<file path="src/rtl/dm_ctrl_if.sv">
// Bundle for the MEM-stage data-memory controller: pipeline request/response
// side plus the word-oriented memory port.
interface dm_ctrl_if;
  logic        req_valid;
  logic        req_we;
  logic [1:0]  req_type;
  logic [31:0] req_addr;
  logic [31:0] req_wdata;
  logic        stall;
  logic        resp_valid;
  logic        resp_err;
  logic [31:0] resp_rdata;
  logic        mem_req;
  logic        mem_we;
  logic [31:0] mem_addr;
  logic [3:0]  mem_byteen;
  logic [31:0] mem_wdata;
  logic        mem_ack;
  logic [31:0] mem_rdata;

  // master: pipeline + memory model driving the controller
  modport master (
    output req_valid, req_we, req_type, req_addr, req_wdata, mem_ack, mem_rdata,
    input  stall, resp_valid, resp_err, resp_rdata,
           mem_req, mem_we, mem_addr, mem_byteen, mem_wdata
  );

  // slave: the controller itself
  modport slave (
    input  req_valid, req_we, req_type, req_addr, req_wdata, mem_ack, mem_rdata,
    output stall, resp_valid, resp_err, resp_rdata,
           mem_req, mem_we, mem_addr, mem_byteen, mem_wdata
  );
endinterface

</file>
<file path="src/rtl/dm_ctrl.sv">
// Data-memory access controller: aligns byte/half/word requests onto a word
// memory port, sign-extends loads and bounds each access with a 16-cycle timeout.
module dm_ctrl (
  input logic     clk,
  input logic     reset,
  dm_ctrl_if.slave bus
);
  localparam int unsigned DW  = 32;
  localparam int unsigned BEW = 4;
  localparam int unsigned CW  = 4;
  localparam logic [CW-1:0] CNT_LAST = CW'(15);

  typedef enum logic [1:0] {IDLE, WAIT, DONE} state_t;

  state_t          state_q, state_d;
  logic [CW-1:0]   cnt_q, cnt_d;
  logic            mem_req_q, mem_req_d;
  logic            mem_we_q, mem_we_d;
  logic [DW-1:0]   mem_addr_q, mem_addr_d;
  logic [BEW-1:0]  mem_byteen_q, mem_byteen_d;
  logic [DW-1:0]   mem_wdata_q, mem_wdata_d;
  logic            resp_valid_q, resp_valid_d;
  logic            resp_err_q, resp_err_d;
  logic [DW-1:0]   resp_rdata_q, resp_rdata_d;
  logic [1:0]      typ_q, typ_d;
  logic [1:0]      off_q, off_d;

  logic            req_err_c;
  logic [BEW-1:0]  byteen_c;
  logic [DW-1:0]   wdata_c;
  logic [15:0]     half_c;
  logic [7:0]      byte_c;
  logic [DW-1:0]   load_c;

  // request decode: legality, lane enables and replicated store data
  always_comb begin
    req_err_c = 1'b0;
    byteen_c  = '0;
    wdata_c   = '0;
    case (bus.req_type)
      2'b00: begin
        req_err_c = (bus.req_addr[1:0] != 2'b00);
        byteen_c  = 4'b1111;
        wdata_c   = bus.req_wdata;
      end
      2'b01: begin
        req_err_c = bus.req_addr[0];
        byteen_c  = bus.req_addr[1] ? 4'b1100 : 4'b0011;
        wdata_c   = {2{bus.req_wdata[15:0]}};
      end
      2'b10: begin
        byteen_c  = 4'b0001 << bus.req_addr[1:0];
        wdata_c   = {4{bus.req_wdata[7:0]}};
      end
      default: req_err_c = 1'b1;
    endcase
  end

  // load lane extraction from the latched type/offset
  always_comb begin
    half_c = off_q[1] ? bus.mem_rdata[31:16] : bus.mem_rdata[15:0];
    case (off_q)
      2'd0:    byte_c = bus.mem_rdata[7:0];
      2'd1:    byte_c = bus.mem_rdata[15:8];
      2'd2:    byte_c = bus.mem_rdata[23:16];
      default: byte_c = bus.mem_rdata[31:24];
    endcase
    case (typ_q)
      2'b00:   load_c = bus.mem_rdata;
      2'b01:   load_c = {{16{half_c[15]}}, half_c};
      default: load_c = {{24{byte_c[7]}}, byte_c};
    endcase
  end

  // next state and next values of every registered output
  always_comb begin
    state_d      = state_q;
    cnt_d        = cnt_q;
    mem_req_d    = 1'b0;
    mem_we_d     = mem_we_q;
    mem_addr_d   = mem_addr_q;
    mem_byteen_d = mem_byteen_q;
    mem_wdata_d  = mem_wdata_q;
    resp_valid_d = 1'b0;
    resp_err_d   = 1'b0;
    resp_rdata_d = resp_rdata_q;
    typ_d        = typ_q;
    off_d        = off_q;
    case (state_q)
      IDLE: begin
        if (bus.req_valid) begin
          if (req_err_c) begin
            state_d      = DONE;
            resp_valid_d = 1'b1;
            resp_err_d   = 1'b1;
            resp_rdata_d = '0;
          end else begin
            state_d      = WAIT;
            mem_req_d    = 1'b1;
            mem_we_d     = bus.req_we;
            mem_addr_d   = {bus.req_addr[31:2], 2'b00};
            mem_byteen_d = byteen_c;
            mem_wdata_d  = wdata_c;
            typ_d        = bus.req_type;
            off_d        = bus.req_addr[1:0];
            cnt_d        = '0;
          end
        end
      end
      WAIT: begin
        // ack has priority, so an ack on the last counted cycle still succeeds
        if (bus.mem_ack) begin
          state_d      = DONE;
          resp_valid_d = 1'b1;
          resp_rdata_d = mem_we_q ? '0 : load_c;
        end else if (cnt_q == CNT_LAST) begin
          state_d      = DONE;
          resp_valid_d = 1'b1;
          resp_err_d   = 1'b1;
          resp_rdata_d = '0;
        end else begin
          mem_req_d = 1'b1;
          cnt_d     = cnt_q + CW'(1);
        end
      end
      DONE:    state_d = IDLE;
      default: state_d = IDLE;
    endcase
  end

  always_ff @(posedge clk) begin
    if (reset) begin
      state_q      <= IDLE;
      cnt_q        <= '0;
      mem_req_q    <= 1'b0;
      mem_we_q     <= 1'b0;
      mem_addr_q   <= '0;
      mem_byteen_q <= '0;
      mem_wdata_q  <= '0;
      resp_valid_q <= 1'b0;
      resp_err_q   <= 1'b0;
      resp_rdata_q <= '0;
      typ_q        <= '0;
      off_q        <= '0;
    end else begin
      state_q      <= state_d;
      cnt_q        <= cnt_d;
      mem_req_q    <= mem_req_d;
      mem_we_q     <= mem_we_d;
      mem_addr_q   <= mem_addr_d;
      mem_byteen_q <= mem_byteen_d;
      mem_wdata_q  <= mem_wdata_d;
      resp_valid_q <= resp_valid_d;
      resp_err_q   <= resp_err_d;
      resp_rdata_q <= resp_rdata_d;
      typ_q        <= typ_d;
      off_q        <= off_d;
    end
  end

  // stall must act in the request cycle itself, hence combinational
  assign bus.stall      = ((state_q == IDLE) && bus.req_valid) || (state_q == WAIT);
  assign bus.mem_req    = mem_req_q;
  assign bus.mem_we     = mem_we_q;
  assign bus.mem_addr   = mem_addr_q;
  assign bus.mem_byteen = mem_byteen_q;
  assign bus.mem_wdata  = mem_wdata_q;
  assign bus.resp_valid = resp_valid_q;
  assign bus.resp_err   = resp_err_q;
  assign bus.resp_rdata = resp_rdata_q;
endmodule

</file>
<file path="src/flat_wrapper.sv">
// flat-port wrapper written by rule: the top's interface ports become plain ports
module dm_ctrl_flat 
  (clk, reset, bus_req_valid, bus_req_we, bus_req_type, bus_req_addr, bus_req_wdata, bus_mem_ack, bus_mem_rdata, bus_stall, bus_resp_valid, bus_resp_err, bus_resp_rdata, bus_mem_req, bus_mem_we, bus_mem_addr, bus_mem_byteen, bus_mem_wdata);
  dm_ctrl_if bus_i ();
  input logic clk;
  input logic reset;
  input wire logic [$bits(bus_i.req_valid)-1:0] bus_req_valid;
  input wire logic [$bits(bus_i.req_we)-1:0] bus_req_we;
  input wire logic [$bits(bus_i.req_type)-1:0] bus_req_type;
  input wire logic [$bits(bus_i.req_addr)-1:0] bus_req_addr;
  input wire logic [$bits(bus_i.req_wdata)-1:0] bus_req_wdata;
  input wire logic [$bits(bus_i.mem_ack)-1:0] bus_mem_ack;
  input wire logic [$bits(bus_i.mem_rdata)-1:0] bus_mem_rdata;
  output wire logic [$bits(bus_i.stall)-1:0] bus_stall;
  output wire logic [$bits(bus_i.resp_valid)-1:0] bus_resp_valid;
  output wire logic [$bits(bus_i.resp_err)-1:0] bus_resp_err;
  output wire logic [$bits(bus_i.resp_rdata)-1:0] bus_resp_rdata;
  output wire logic [$bits(bus_i.mem_req)-1:0] bus_mem_req;
  output wire logic [$bits(bus_i.mem_we)-1:0] bus_mem_we;
  output wire logic [$bits(bus_i.mem_addr)-1:0] bus_mem_addr;
  output wire logic [$bits(bus_i.mem_byteen)-1:0] bus_mem_byteen;
  output wire logic [$bits(bus_i.mem_wdata)-1:0] bus_mem_wdata;
  assign bus_i.req_valid = bus_req_valid;
  assign bus_i.req_we = bus_req_we;
  assign bus_i.req_type = bus_req_type;
  assign bus_i.req_addr = bus_req_addr;
  assign bus_i.req_wdata = bus_req_wdata;
  assign bus_i.mem_ack = bus_mem_ack;
  assign bus_i.mem_rdata = bus_mem_rdata;
  assign bus_stall = bus_i.stall;
  assign bus_resp_valid = bus_i.resp_valid;
  assign bus_resp_err = bus_i.resp_err;
  assign bus_resp_rdata = bus_i.resp_rdata;
  assign bus_mem_req = bus_i.mem_req;
  assign bus_mem_we = bus_i.mem_we;
  assign bus_mem_addr = bus_i.mem_addr;
  assign bus_mem_byteen = bus_i.mem_byteen;
  assign bus_mem_wdata = bus_i.mem_wdata;
  dm_ctrl u_core (.clk(clk), .reset(reset), .bus(bus_i));
endmodule
</file>
<file path="config.mk">
export PLATFORM = sky130hd
export DESIGN_NAME = dm_ctrl_flat
export DESIGN_NICKNAME = d
export VERILOG_FILES = /design/src/rtl/dm_ctrl_if.sv /design/src/rtl/dm_ctrl.sv /design/src/flat_wrapper.sv
export SDC_FILE = /design/constraint.sdc
export NUM_CORES = 1
export LEC_CHECK = 0
export CAP_MARGIN = 20
export CORE_MARGIN = 10
export CORE_UTILIZATION = 40
export DETAILED_ROUTE_END_ITERATION = 10
export GPL_ROUTABILITY_DRIVEN = 0
export PLACE_DENSITY = 0.75
export SYNTH_ARGS = -nofsm -noshare
export SYNTH_HDL_FRONTEND = slang
export SYNTH_SLANG_ARGS = --single-unit
</file>
<file path="constraint.sdc">
create_clock -name clk -period 2.8 [get_ports clk]
set_clock_uncertainty 0.05 [all_clocks]
set_input_delay 0.42 -clock clk [delete_from_list [all_inputs] [get_ports clk]]
set_output_delay 0.42 -clock clk [all_outputs]
set_load 0.005 [all_outputs]
</file>
# Yosys cells after proc, flatten, opt, wreduce, memory -nomap -nowiden
# Index checks and enable logic that the tools add are counted.
op_classes:
  n_addsub: 1
  n_eq_ne: 13
  shift: 1
  n_mux: 35
  n_bitwise: 1
  n_reduce_logical: 12
ops:
  columns: ["op", "count"]
  rows:
  - ["$mux W32", 5]
  - ["$pmux W32 S2", 2]
  - ["$pmux W32 S3", 1]
  - ["$pmux W8 S3", 1]
  - ["$mux W4", 5]
  - ["$mux W16", 1]
  - ["$pmux W4 S3", 1]
  - ["$mux W1", 9]
  - ["$eq A2 B1 Y1 const B", 4]
  - ["$logic_not A2 Y1", 4]
  - ["$mux W2", 4]
  - ["$ne A2 B2 Y1 const B", 4]
  - ["$pmux W4 S2", 1]
  - ["$pmux W1 S2", 3]
  - ["$reduce_and A5 Y1", 1]
  - ["$add A4 B1 Y4 const B", 1]
  - ["$eq A2 B2 Y1 const B", 2]
  - ["$eq A4 B4 Y1 const B", 1]
  - ["$pmux W2 S2", 1]
  - ["$reduce_and A4 Y1", 1]
  - ["$reduce_bool A2 Y1", 2]
  - ["$shl A1 B2 Y4 const A", 1]
  - ["$ne A3 B2 Y1 const B", 1]
  - ["$pmux W1 S3", 1]
  - ["6 further kinds", 6]
totals:
  reg_bits: 112

# Depth between registers and ports, before layout
depth:
  depth_word: 6
  mapped_depth: 8
  depth_no_buf: 5

# Least setup slack after synthesis
# OpenSTA, ideal clock, no wires.
synth_timing:
  path_kind: "in2reg"
  start: "in bus_req_type[1]"
  end: "reg u_core.resp_rdata_q[19], in the netlist u_core.bus.resp_rdata[19]"
  arrival_time_ns: 1.921
  slack_ns: 0.688
  stages: 6
  cell_sequence: "clkbuf_1 or3b_2 a21bo_2 a21oi_1 buf_2 o32ai_2"
synth_between:
  elab_chain_cells: 4
synth_rtl:
  columns: ["element", "line", "source"]
  rows:
  - ["start, declared", "flat_wrapper.sv:9", "input wire logic [$bits(bus_i.req_type)-1:0] bus_req_type;"]
  - ["$eq A2 B2 Y1, or another cell as far along", "dm_ctrl.sv:40", "case (bus.req_type)"]
  - ["$pmux W1 S3 *", "dm_ctrl.sv:40", null]
  - ["$ne A2 B1 Y1 (no source line) *", null, null]
  - ["$reduce_and A4 Y1 (no source line) *", null, null]
  - ["end signal, assigned", "dm_ctrl.sv:155", "resp_rdata_q <= resp_rdata_d;"]
  - ["end, declared", "dm_ctrl.sv:24", "logic [DW-1:0] resp_rdata_q, resp_rdata_d;"]
# Every way passes the cells marked *; elsewhere a longest branch is shown, timed or not.
# A chain may end at the register's enable or synchronous reset.

# Final worst setup path
layout_timing:
  start: "reg u_core.state_q[1]"
  end: "reg u_core.resp_rdata_q[16], in the netlist u_core.bus.resp_rdata[16]"
layout_between:
  elab_chain_cells: 3
layout_rtl:
  columns: ["element", "line", "source"]
  rows:
  - ["start, declared", "dm_ctrl.sv:15", "state_t state_q, state_d;"]
  - ["start signal, assigned", "dm_ctrl.sv:146", "state_q <= state_d;"]
  - ["$eq A2 B1 Y1 or $logic_not A2 Y1 (tied branches)", "dm_ctrl.sv:89", "case (state_q)"]
  - ["$ne A3 B2 Y1 (no source line), or another cell as far along", null, null]
  - ["$reduce_and A4 Y1 (no source line)", null, null]
# Parallel ways exist; a longest one is shown, timed or not.

==> results.md <==
- Final Max Tran Viols: 0
- #FFs+latches synth: roughly 110
- Final TNS setup: 0 ns
- Post-synthesis compound-gate area fraction: roughly a quarter
- Power Dens Cells: just over 500 nW/µm²
- Endpoint class of the critical path: flop
- Worst-path clk slew: around 0.070 ns
- Max-Cap Viols: 0
- Final Hold Fails: 0
- P_leak: 2.68 nW
- Yosys Warn Count: 0
- Syn Area/Cell: between 8 and 9 µm²
- FP Rows: just over 40
- R2r setup slk: around 0.6 ns
- Crit path depth: 5
- Maximum VDD drop: between 0.3 and 0.4 mV
- Clk buf depth: 2
- Post-synthesis cell count: 581
- XOR/XNOR Fraction of Synth Area: less than 1%
- Largest family of logic cells by synthesized area: compound AO/OA/AOI/OAI gates
- Register area share after synthesis: 44.1%
- Worst skew pair latency: approximately 0.35 ns
- H-tree levels: 3
- CP cell instances: or2_1 > or3_1 > a311o_1 > buf_4 > o32ai_2
- Nets: roughly 860
- Vias in the first global route: ~5200
- Root Buffer Master: clkbuf_16
- # setup viols final: 0
- Antenna fix cells: 0
- Post-synthesis mux area share: roughly 7.0%
- Post-CTS Resized: 0
- Minimum clock period: around 2.2 ns
- Post-CTS setup buffers: 0
- Worst Reg2Reg Path Length in Cells: 5
- TritonRoute pass-1 iters: 7
- Slew margin rel.: between 50% and 60%
- Synth cell types: 40
- Die extent in y: around 130 µm
- Reg-to-Reg Start: u_core.state_q[1]
- Hold Crit Class: flop to flop
- I/O Pins: 208
- CTS Hold Bufs: 0
- CTS tree: yes
- Die area: approximately 18000 µm²
- Port-buffer cells: ~210
- Adder-Cell Fraction of Synth Area: less than 1%
- Worst path bufs/invs: 1
- Setup repair after global routing missed its margin: no
- Core area: 12500 µm²
- Chip width: approximately 130 µm
- CP startpoint: u_core.state_q[1]
- Overall power: 0.00390 W
- Initial DRC count: 410
- GR Overflow Total: 0
- Antenna-violating nets left: 0
- Cell family contributing the most delay on the critical path: simple AND/OR/NAND/NOR gates
- Most frequent cells in the layout: clkdlybuf4s50_1 (204), dfxtp_1 (112), nand2_1 (85)
- Status: complete, no violations
- Worst path slowest cell: or3_1
- Initial core utilization: roughly two fifths
- CP Capture Point: u_core.bus.resp_rdata[16]
- Initial antenna violation count: 0
- Layout cells sized above 1: 10.6%
- Placed instance area: approximately 7300 µm²
- Design area: between 7000 and 8000 µm²
- Tcrit/Tclk final: between 70% and 80%
- Drt via density: approximately 5.5
- Commonest non-fill, non-tap cell in the layout: clkdlybuf4s50_1
- Area grow syn2layout: 49.8%
- Max incr delay on CP: 0.55 ns
- Fillers: 1114
- DRC Markers: 0
- First-pass GRT wire length: 27500 µm
- Final Util: between 60% and 70%
- Clock Sinks: between 100 and 150
- Worst endpoint required time: between 3 and 4 ns
- Post-Synth Simple-Gate Area: ~18%
- Slew @ Worst Pin: about 0.65 ns
- Fmax achieved: ~460 MHz
- Crit Path Class: flop to flop
- Setup crit start kind: flop
- Post-Syn Area: just over 5000 µm²
- Detailed placer's ending HPWL: 13100 µm
- Largest net degree at the start of global routing: 72
- Vias post-DR: 5108
- Critical R2R Capture: u_core.bus.resp_rdata[16]
- Final WL: 17500 µm
- Aggregate global-route resource usage: about a fifth
- Critical path peak fanout: 25
- CTS Buf Count: 9
- WL/cell: ~19 µm
- Arrival @ worst endpoint: roughly 2.4 ns
## synth_stat cells
cell,number,share of area (%)
mux2i_1,3,0.59
nor3b_1,2,0.30
buf_4,2,0.30
o32ai_1,11,1.9
o32ai_2,20,6.4
conb_1,1,0.074
or3b_2,1,0.17
o21ai_0,7,0.69
a221oi_1,24,4.1
nand2_1,85,6.3
nor2_1,40,3.0
buf_2,5,0.49
mux2_2,17,3.8
nand3b_1,5,0.74
and3_1,16,2.0
and4b_1,1,0.20
buf_6,2,0.44
or2_2,1,0.12
clkinv_1,1,0.074
nor3_1,24,2.4
mux4_2,6,2.7
nand2b_1,8,0.98
dfxtp_1,112,44
o2bb2ai_1,1,0.17
a32oi_1,2,0.34
a21oi_1,70,6.9
nand3_1,8,0.79
clkbuf_1,46,3.4
a311o_1,1,0.20
a21bo_2,1,0.20
or2_1,1,0.12
a31oi_1,1,0.12
inv_1,29,2.1
nand4b_1,1,0.17
xor2_1,2,0.34
or3_1,1,0.12
ha_1,1,0.25
o21bai_1,1,0.15
a211oi_1,14,2.1
nor2b_1,7,0.86
## where the power goes
part / internal [W] / leakage, nW / switching [W] / total, W
Sequential: 0.00168 / 0.912 / 0.0000571 / 0.00174
Combinational: 0.000420 / 1.61 / 0.000345 / 0.000765
Clock: 0.000808 / 0.152 / 0.000587 / 0.00139
Total: 0.00291 / 2.68 / 0.000989 / 0.00390
## sequential cells by signal (all words and copies together), names as in the netlist, 2 cells and up
name                   cells
u_core.off_q               2
u_core.typ_q               2
u_core.state_q             2
u_core.bus.resp_rdata     32
u_core.bus.mem_wdata      32
u_core.cnt_q               4
u_core.bus.mem_addr       30
u_core.bus.mem_byteen      4
## through the flow
step / setup slack (ns) / cells / hold WS, ns
6_report: 0.602 / 937 / 0.403
5_1_grt: 0.495 / 937 / 0.429
4_1_cts: 0.623 / 937 / 0.405
3_5_place_dp: 0.270 / 921 / 0.397
3_3_place_gp: 0.404 / 921 / 0.392
2_1_floorplan: 0.688 / 582 / 0.403
## kinds of logic after synthesis
kind of cell / count (synthesis)
adder cells (fa/ha/maj): 1
XOR/XNOR: 2
multiplexers: 26
flip-flops: 112
AO/OA/AOI/OAI: 153
other: 1
buffers and inverters: 85
AND/OR/NAND/NOR: 201
## worst min-delay path, cell delays in order, from the launching register on
cell and delay, ns:
dfxtp_1 0.31, nand2_1 0.05, a21oi_1 0.05
## how the worst min path moves through the flow
stage                            startpoint  depth (start not counted)                       to
global route        u_core.bus.mem_addr[23]                          2  u_core.bus.mem_addr[23]
CTS                                   reset                          3      u_core.bus.resp_err
global placement    u_core.bus.mem_addr[12]                          2  u_core.bus.mem_addr[12]
floorplan           u_core.bus.mem_addr[10]                          2  u_core.bus.mem_addr[10]
finish              u_core.bus.mem_addr[23]                          2  u_core.bus.mem_addr[23]
detailed placement  u_core.bus.mem_addr[23]                          2  u_core.bus.mem_addr[23]
## per-layer routing
metal | up-vias | wire (µm) | GRT usage (%)
li1 | 2419 | - | -
met1 | 2424 | 6850 | 21.2
met2 | 230 | 8400 | 31.4
met3 | 35 | 1760 | 7.42
met4 | 0 | 532 | 8.86
met5 | - | 0 | 0
## cell type report
| class | count | area, µm² | share of cell area, % |
|---|---|---|---|
| tap | 172 | 215 | 2.82 |
| clock buffer | 11 | 243 | 3.19 |
| sequential | 112 | 2240 | 29.4 |
| timing repair buffer | 222 | 2210 | 29.1 |
| inverter | 30 | 113 | 1.48 |
| clock inverter | 5 | 80.1 | 1.05 |
| multi-input combinational | 385 | 2510 | 33.0 |
Power figures use the tool's default switching activity.
